--- src/rtl/door_pkg.sv ---
// Shared types and default timing constants for the door motor controller.
package door_pkg;
    typedef enum logic [2:0] {
        STOPPED = 3'd0,
        CLOSED  = 3'd1,
        OPEN    = 3'd2,
        OPENING = 3'd3,
        CLOSING = 3'd4,
        DEAD    = 3'd5,
        FAULT   = 3'd6
    } door_state_t;

    localparam int DEF_DEAD_CYCLES = 2000;
    localparam int DEF_RUN_TIMEOUT = 40000000;
    localparam int DEF_AUTO_CLOSE  = 60000000;

    // Timer width covering the largest of the three durations.
    function automatic int timer_width(input int a, input int b, input int c);
        int m;
        m = (a > b) ? a : b;
        m = (m > c) ? m : c;
        return (m > 1) ? $clog2(m) : 1;
    endfunction
endpackage

--- src/rtl/door_timer.sv ---
// Loadable down-counter; expired is high while the count sits at zero.
module door_timer #(
    parameter int W = 8
) (
    input  logic         clk,
    input  logic         rst_n,
    input  logic         load,
    input  logic [W-1:0] load_val,
    output logic         expired
);
    logic [W-1:0] count;

    always_ff @(posedge clk) begin
        if (!rst_n)
            count <= '0;
        else if (load)
            count <= load_val;
        else if (count != '0)
            count <= count - 1'b1;
    end

    assign expired = (count == '0);
endmodule

--- src/rtl/door_motor_ctrl.sv ---
// Garage door motor controller: edge-detected commands, dead time on reversal,
// run timeout, auto-close and a latched fault state.
module door_motor_ctrl
    import door_pkg::*;
#(
    parameter int DEAD_CYCLES = DEF_DEAD_CYCLES,
    parameter int RUN_TIMEOUT = DEF_RUN_TIMEOUT,
    parameter int AUTO_CLOSE  = DEF_AUTO_CLOSE
) (
    input  logic       clk,
    input  logic       rst_n,
    input  logic       key_open,
    input  logic       key_close,
    input  logic       rmt_open,
    input  logic       rmt_close,
    input  logic       sense_up,
    input  logic       sense_down,
    input  logic       obstacle,
    output logic       ml,
    output logic       mr,
    output logic       light_red,
    output logic       light_green,
    output logic       fault,
    output logic [2:0] db_state
);
    localparam int TW = timer_width(DEAD_CYCLES, RUN_TIMEOUT, AUTO_CLOSE);
    // Loaded value n-1 keeps the state for n cycles, since expiry is count==0.
    localparam logic [TW-1:0] LD_DEAD = TW'(DEAD_CYCLES - 1);
    localparam logic [TW-1:0] LD_RUN  = TW'(RUN_TIMEOUT - 1);
    localparam logic [TW-1:0] LD_AUTO = TW'(AUTO_CLOSE - 1);

    door_state_t   state, next;
    door_state_t   pending, next_pending;
    logic [3:0]    req, req_q, rise;
    logic          post_rst;
    logic          open_ev, close_ev, open_cmd, close_cmd, stop_cmd;
    logic          t_load, t_exp;
    logic [TW-1:0] t_val;

    assign req       = {key_open, key_close, rmt_open, rmt_close};
    assign rise      = req & ~req_q;
    assign open_ev   = rise[3] | rise[1];
    assign close_ev  = rise[2] | rise[0];
    assign stop_cmd  = open_ev & close_ev;
    assign open_cmd  = open_ev & ~close_ev;
    assign close_cmd = close_ev & ~open_ev;

    always_ff @(posedge clk) begin
        if (!rst_n) begin
            state    <= STOPPED;
            pending  <= OPENING;
            req_q    <= '0;
            post_rst <= 1'b1;
        end else begin
            state    <= next;
            pending  <= next_pending;
            req_q    <= req;
            post_rst <= 1'b0;
        end
    end

    always_comb begin
        next         = state;
        next_pending = pending;
        if (sense_up && sense_down) begin
            next = FAULT;
        end else begin
            case (state)
                STOPPED: begin
                    if (post_rst && sense_down)    next = CLOSED;
                    else if (post_rst && sense_up) next = OPEN;
                    else if (open_cmd)             next = OPENING;
                    else if (close_cmd)            next = CLOSING;
                end
                CLOSED:  if (open_cmd) next = OPENING;
                OPEN: begin
                    if (close_cmd) next = CLOSING;
                    else if (t_exp && !obstacle && !open_ev && !close_ev) next = CLOSING;
                end
                OPENING: begin
                    if (sense_up)      next = OPEN;
                    else if (stop_cmd) next = STOPPED;
                    else if (close_cmd) begin
                        next         = DEAD;
                        next_pending = CLOSING;
                    end else if (t_exp) next = FAULT;
                end
                CLOSING: begin
                    // Obstacle outranks both stop and the end sensor.
                    if (obstacle || open_cmd) begin
                        next         = DEAD;
                        next_pending = OPENING;
                    end else if (stop_cmd)   next = STOPPED;
                    else if (sense_down)     next = CLOSED;
                    else if (t_exp)          next = FAULT;
                end
                DEAD: begin
                    if (stop_cmd) begin
                        next = STOPPED;
                    end else begin
                        if (open_cmd)       next_pending = OPENING;
                        else if (close_cmd) next_pending = CLOSING;
                        if (t_exp)          next = next_pending;
                    end
                end
                FAULT:   next = FAULT;
                default: next = FAULT;
            endcase
        end
    end

    // Reload on every state change; in OPEN also on any activity.
    always_comb begin
        t_load = (next != state) ||
                 (state == OPEN && next == OPEN && (obstacle || open_ev || close_ev));
        case (next)
            DEAD:             t_val = LD_DEAD;
            OPENING, CLOSING: t_val = LD_RUN;
            OPEN:             t_val = LD_AUTO;
            default:          t_val = '0;
        endcase
    end

    door_timer #(.W(TW)) u_timer (
        .clk      (clk),
        .rst_n    (rst_n),
        .load     (t_load),
        .load_val (t_val),
        .expired  (t_exp)
    );

    assign mr          = (state == OPENING);
    assign ml          = (state == CLOSING);
    assign light_green = (state == OPEN);
    assign light_red   = (state != OPEN);
    assign fault       = (state == FAULT);
    assign db_state    = state;
endmodule

--- config.mk ---
export PLATFORM = sky130hd
export DESIGN_NAME = door_motor_ctrl
export DESIGN_NICKNAME = d
export VERILOG_FILES = /design/src/rtl/door_pkg.sv /design/src/rtl/door_timer.sv /design/src/rtl/door_motor_ctrl.sv
export SDC_FILE = /design/constraint.sdc
export NUM_CORES = 1
export LEC_CHECK = 0
export CORE_AREA = 10 10 90 92
export CTS_BUF_LIST = sky130_fd_sc_hd__clkbuf_8
export DETAILED_ROUTE_END_ITERATION = 16
export DIE_AREA = 0 0 100 102
export SLEW_MARGIN = 20
export SYNTH_ARGS = -nofsm -noshare
export SYNTH_HDL_FRONTEND = slang
export SYNTH_HIERARCHICAL = 1
export SYNTH_SLANG_ARGS = --single-unit
--- constraint.sdc ---
create_clock -name clk -period 3.6 [get_ports clk]
set_clock_uncertainty 0.2 [all_clocks]
set_input_delay 0.72 -clock clk [delete_from_list [all_inputs] [get_ports clk]]
set_output_delay 0.72 -clock clk [all_outputs]
set_load 0.02 [all_outputs]
==> impl_metrics.yaml, run 1 <==
finish:
  multi_input_area_um2: 1720
  stdcell_count: 457
  final_net_count: 389
  fin_area_um2: 3320
  drive_above_1_share_pct: 25.8
  area_delta_synth_final_pct: 33.4
  fillCellCount: 604
  final_cell_mix: "buf_4, dfxtp_1, o21ai_0"
  final_common_cell: "buf_4"
  post-route-util_pct: 52.9
  n_antenna_cell: 0
  seq_area_um2: 743
sta:
  period_minus_slack_ns: 3.59
  fin_crit_sh_pct: 99.7
  setup_tns_ns: 0
  slew_headroom_pct: 53.5
  worst_pin_slew_ns: 0.692
  worst_slack_ns: 0.0117
  slew_violations: 0
  setup_viol: 0
  hold_violations: 0
  whs_ns: 0.260
  fmax_mhz: 279
  rsz0062_at_grt: "true"
status:
  outcome: "finished, final reports clean"
yosys:
  yosys.area.top_type: "dfxtp_1"
  synth_top_flop_cell: "dfxtp_1"
  ys_seq_elements: 37
  netlist_instances: 310
  yosysWarnings: 6
  async_flop_share_pct: 0
  synth_cell_types: 63
  yosysSeqAreaShare_pct: 29.7
  yosysTopAreaCellShare_pct: 29.7
  synth_area_leaders: "dfxtp_1, o21ai_0, a21oi_1, nand2_1, xnor2_1"
  netlist_area_um2: 2490
  synth_edf_count: 0
  syn_area_per_cell_um2: 8.03
floorplan:
  rows: 29
  core_um2: 6280
  start_util_pct: 39.7
  pin_count: 17
  die_w_um: 100
  fp.dieH_um: 102
  die_area_um2: 10200
global_route:
  grt_max_degree: 33
  antenna_found_initial: 0
  grt_overflow: 0
  grtUsageTotal_pct: 15.0
  grt_pass1_vias: 2506
  grt_pass1_wl_mm: 12.7
pwr:
  leakagePower_nw: 1.35
  p_total_mw: 2.11
  powerDensity_nw_per_um2: 635
  peakVddDrop_v: 0.000332
setup_path:
  endpoint_kind: "flop"
  reg2reg_depth: 17
  worstPathRequired_ns: 3.59
  crit_top_cell: "or3_4"
  cp_max_fo: 5
  crit_arrival_ns: 3.58
  crit_chain: "clkdlybuf4s50_1 > and2b_1 > or3_4 > o221a_1 > buf_4 > o21ai_4 > o221ai_2 > or3_4 > buf_6 > or4_1 > o21ai_1 > a21oi_1"
  cp_slowest_cell: "or4_1"
  criticalPathCategory: "input pin to flop"
  reg2reg_to: "u_timer/count[1]$_SDFFE_PN0P_"
  reg2reg_slack_ns: 0.01
  critPathMaxStageDelay_ns: 0.48
  r2r-start: "u_timer/count[1]$_SDFFE_PN0P_"
  crit_path_start_kind: "input pin"
cts:
  holdBufCountCts: 0
  cts_inserted_buffers: 5
  htree_levels: 2
  cts_buffer_depth: 2
  clkTransAtPathRegs_ns: 0.08
  clk_latency_ns: 0.30
  root_buffer: "clkbuf_8"
  clock-sinks: 37
  cts_tree: "done"
worst_hold_path:
  hold-path-endpoint: "pending[1]$_SDFFE_PN1P_"
  hold_start: "pending[1]$_SDFFE_PN1P_"
  whs_path_depth: 1
  hp-class: "flop to flop"
detailed_routing:
  avgViaCountPerCell: 5.79
  first_iter_violations: 295
  wirelength_mm: 7.70
  drc: 0
  avgRoutedWirePerCell_um: 16.9
  drt-pass1-iter-count: 5
  detail-route-antenna-nets: 0
  num_vias: 2648
placed_design:
  place.gp.congestion: 0.945
  dp_hpwl_mm: 5.62
  place_inst: 443
  place_area_um2: 3080
  dp_slack_ns: -0.340
  io_buffers: 16
job:
  maxCapViolCount: 0
how the worst max path moves through the flow:
stage	from	to	slack (ns)
after floorplan	u_timer/count[0]$_SDFFE_PN0P_	u_timer/count[19]$_SDFFE_PN0P_	0.08
after global placement	key_open	u_timer/count[1]$_SDFFE_PN0P_	-0.36
after detailed placement	key_open	u_timer/count[24]$_SDFFE_PN0P_	-0.34
after CTS	u_timer/count[0]$_SDFFE_PN0P_	u_timer/count[14]$_SDFFE_PN0P_	0.009
after global routing	u_timer/count[0]$_SDFFE_PN0P_	u_timer/count[19]$_SDFFE_PN0P_	-0.12
final	key_close	u_timer/count[1]$_SDFFE_PN0P_	0.01
registers in the layout, indices dropped and copies added (netlist names):
register       cells
pending            3
db_state           3
req_q              4
u_timer/count     26
post_rst           1
report_power, final:
group | switching (mW) | internal (mW) | total, mW
registers | 0.121 | 0.508 | 0.629
logic | 0.640 | 0.544 | 1.18
clock network | 0.163 | 0.134 | 0.297
total | 0.925 | 1.19 | 2.11
area by class of cell:
class | count | share of cell area [%]
Tap cell | 77 | 2.90
Clock inverter | 3 | 0.527
Sequential cell | 37 | 22.4
Multi-Input combinational cell | 250 | 51.7
Timing Repair Buffer | 73 | 18.9
Clock buffer | 5 | 2.07
Inverter | 12 | 1.51
worst max-delay path, delay by kind of cell:
family          cells  cell delay [ns]
compound gates      5             0.63
buf+inv             3             0.71
simple gates        4             1.51
kinds of logic (layout without fill, tap and decap cells):
group	count (synthesis)	after routing	synth area share, %
adders and majority gates	1	1	0.502
buffers and inverters	25	93	4.57
and+or+nand+nor	124	124	30.3
muxes	3	3	1.21
AOI/OAI and AO/OA	108	108	29.6
other	1	3	0.151
DFF	37	37	29.7
xor gates and xnor gates	11	11	3.87
cells in the mapped netlist, types with 4 or more instances:
| library cell | n |
|---|---|
| o21a_1 | 4 |
| dfxtp_1 | 37 |
| o211a_1 | 4 |
| o21ai_0 | 27 |
| o31ai_1 | 10 |
| inv_1 | 10 |
| nand2_1 | 21 |
| nand4_1 | 5 |
| clkbuf_1 | 8 |
| or4_1 | 7 |
| nor3_2 | 4 |
| nand2b_1 | 7 |
| or3_1 | 4 |
| and2_1 | 7 |
| o21ai_1 | 4 |
| a31oi_1 | 10 |
| nor2_1 | 15 |
| a21oi_1 | 20 |
| a21o_1 | 4 |
| nor3_1 | 9 |
| nor4_1 | 5 |
| xnor2_1 | 9 |
| nand3_1 | 14 |
repair_timing:
action                                  in CTS  in global routing
pin swaps                                    1                  3
buffers inserted                             0                  4
endpoints found under the setup margin      10                 26
cloned                                       0                  2
gates resized for setup                      7                 18
metal layers:
metal / wire (um) / GRT usage, % / part of all wire [%] / up-vias
met2: 3350 / 22.3 / 43 / 86
met5: 0 / 0 / 0 / -
li1: - / - / - / 1311
met4: 70 / 3.26 / 0.91 / 0
met1: 3850 / 21.9 / 50 / 1242
met3: 436 / 2.43 / 5.7 / 9
(Power assumes the default switching activity.)
==> run 2, diff against run 1 <==
SKIP_CTS_REPAIR_TIMING = 1   (was unset)
==> impl_metrics.yaml, run 2 (synthesis gave the netlist of run 1 again) <==
finish:
  n_antenna_cell: 0
  largest-register: "u_timer/count"
  fillCellCount: 612
  stdcell_count: 456
  final_common_cell: "buf_4"
  drive_above_1_share_pct: 26.1
  fin_area_um2: 3300
  final_cell_mix: "buf_4, dfxtp_1, o21ai_0"
  largest_reg_flops: 26
  reg.largest.list: "u_timer/count: 26 flops, req_q: 4 flops"
  area_delta_synth_final_pct: 32.5
  final_net_count: 388
  multi_input_area_um2: 1720
  post-route-util_pct: 52.5
  seq_area_um2: 743
setup_path:
  reg2reg_depth: 16
  critPathMaxStageDelay_ns: 0.46
  crit_chain: "inv_2 > ha_4 > nor4b_4 > nand4_1 > nor3_4 > buf_6 > nand2b_4 > o32a_1 > o221a_1 > o21a_1 > a31oi_1 > or3_4 > nor2b_2 > nand2b_1 > or4b_1 > nand3_1"
  cp_max_fo: 6
  criticalPathCategory: "flop to flop"
  r2r-start: "u_timer/count[0]$_SDFFE_PN0P_"
  endpoint_kind: "flop"
  crit_arrival_ns: 3.58
  reg2reg_slack_ns: 0.06
  reg2reg_to: "u_timer/count[24]$_SDFFE_PN0P_"
  crit_path_start_kind: "flop"
  cp_slowest_cell: "or4b_1"
  worstPathRequired_ns: 3.63
floorplan:
  die_area_um2: 10200
  pin_count: 17
  start_util_pct: 39.7
  die_w_um: 100
  rows: 29
  fp.dieH_um: 102
  core_um2: 6280
sta:
  setup_viol: 0
  rsz0062_at_grt: "true"
  hold_violations: 0
  slew_violations: 0
  slew_headroom_pct: 53.3
  fmax_mhz: 282
  fin_crit_sh_pct: 98.4
  period_minus_slack_ns: 3.54
  worst_pin_slew_ns: 0.695
global_route:
  grt_pass1_wl_mm: 12.5
  grtUsageTotal_pct: 14.7
  grt_pass1_vias: 2465
  grt_max_degree: 33
  antenna_found_initial: 0
  grt_overflow: 0
pwr:
  peakVddDrop_v: 0.000320
  p_comb_share_pct: 55.6
  switching_power_uw: 926
  clkPwrFrac_pct: 14.3
  intPower_mw: 1.18
  powerDensity_nw_per_um2: 637
  leakagePower_nw: 1.34
  pwr-share-seq_pct: 30.0
  netSwitchingFraction_pct: 44.1
worst_hold_path:
  whs_path_depth: 1
  hold-path-endpoint: "pending[1]$_SDFFE_PN1P_"
  hp-class: "flop to flop"
  hold_start: "pending[1]$_SDFFE_PN1P_"
cts:
  cts_inserted_buffers: 5
  cts_tree: "done"
  htree_levels: 2
  clkTransAtPathRegs_ns: 0.08
  clk_latency_ns: 0.30
  root_buffer: "clkbuf_8"
  clock-sinks: 37
  cts_buffer_depth: 2
status:
  outcome: "finished, final reports clean"
placed_design:
  io_buffers: 16
  dp_hpwl_mm: 5.62
  place_inst: 443
  place.gp.congestion: 0.945
  place_area_um2: 3080
detailed_routing:
  first_iter_violations: 252
  avgRoutedWirePerCell_um: 16.8
  num_vias: 2649
  avgViaCountPerCell: 5.81
  drt-pass1-iter-count: 6
  drc: 0
  detail-route-antenna-nets: 0
  wirelength_mm: 7.66
job:
  maxCapViolCount: 0
==> run 2: worst max path at each step <==
stage,cells after the start,from,slack [ns],to
4_1_cts,16,u_timer/count[0]$_SDFFE_PN0P_,-0.08,u_timer/count[24]$_SDFFE_PN0P_
3_3_place_gp,11,key_open,-0.36,u_timer/count[1]$_SDFFE_PN0P_
3_5_place_dp,11,key_open,-0.34,u_timer/count[24]$_SDFFE_PN0P_
5_1_grt,16,u_timer/count[0]$_SDFFE_PN0P_,-0.1,u_timer/count[19]$_SDFFE_PN0P_
2_1_floorplan,15,u_timer/count[0]$_SDFFE_PN0P_,0.08,u_timer/count[19]$_SDFFE_PN0P_
6_report,16,u_timer/count[0]$_SDFFE_PN0P_,0.06,u_timer/count[24]$_SDFFE_PN0P_
==> run 2: layout make-up <==
class,count,area share (%)
Tap cell,77,2.92
Timing Repair Buffer,72,18.2
Multi-Input combinational cell,250,52.2
Clock buffer,5,2.09
Sequential cell,37,22.5
Clock inverter,3,0.531
Inverter,12,1.52
==> run 2: power groups by stage <==
stage	Clock [mW]	Combinational [mW]	Sequential (mW)
after global routing	0.322	1.29	0.647
final	0.301	1.17	0.631
after detailed placement	0	1.07	0.623
after CTS	0.309	1.08	0.615
after floorplan	0	0.690	0.612
after global placement	0	1.06	0.622
==> run 2: metrics by stage <==
step	setup TNS, ns	power (mW)	worst slack (ns)	hold WS (ns)
2_1_floorplan	0	1.30	0.0769	0.226
3_3_place_gp	-6.75	1.69	-0.363	0.239
3_5_place_dp	-5.80	1.69	-0.340	0.245
4_1_cts	-0.342	2.00	-0.0774	0.265
5_1_grt	-0.293	2.26	-0.0993	0.272
6_report	0	2.10	0.0561	0.260
==> run 2: critical path, delay by kind of cell (launching register included) <==
| family | cells | cell delay, ns |
|---|---|---|
| fa+ha+maj | 1 | 0.13 |
| simple gates | 9 | 1.97 |
| buf+inv | 2 | 0.22 |
| compound gates | 4 | 0.63 |
| flops | 1 | 0.33 |
==> run 2: metal layers <==
| metal | up-vias | GRT usage [%] | part of all wire, % | wire, um |
|---|---|---|---|---|
| met5 | - | 0 | 0 | 0 |
| li1 | 1308 | - | - | - |
| met4 | 0 | 3.04 | 1.0 | 80 |
| met3 | 12 | 2.29 | 5.8 | 441 |
| met1 | 1241 | 21.8 | 50 | 3850 |
| met2 | 88 | 21.9 | 43 | 3280 |
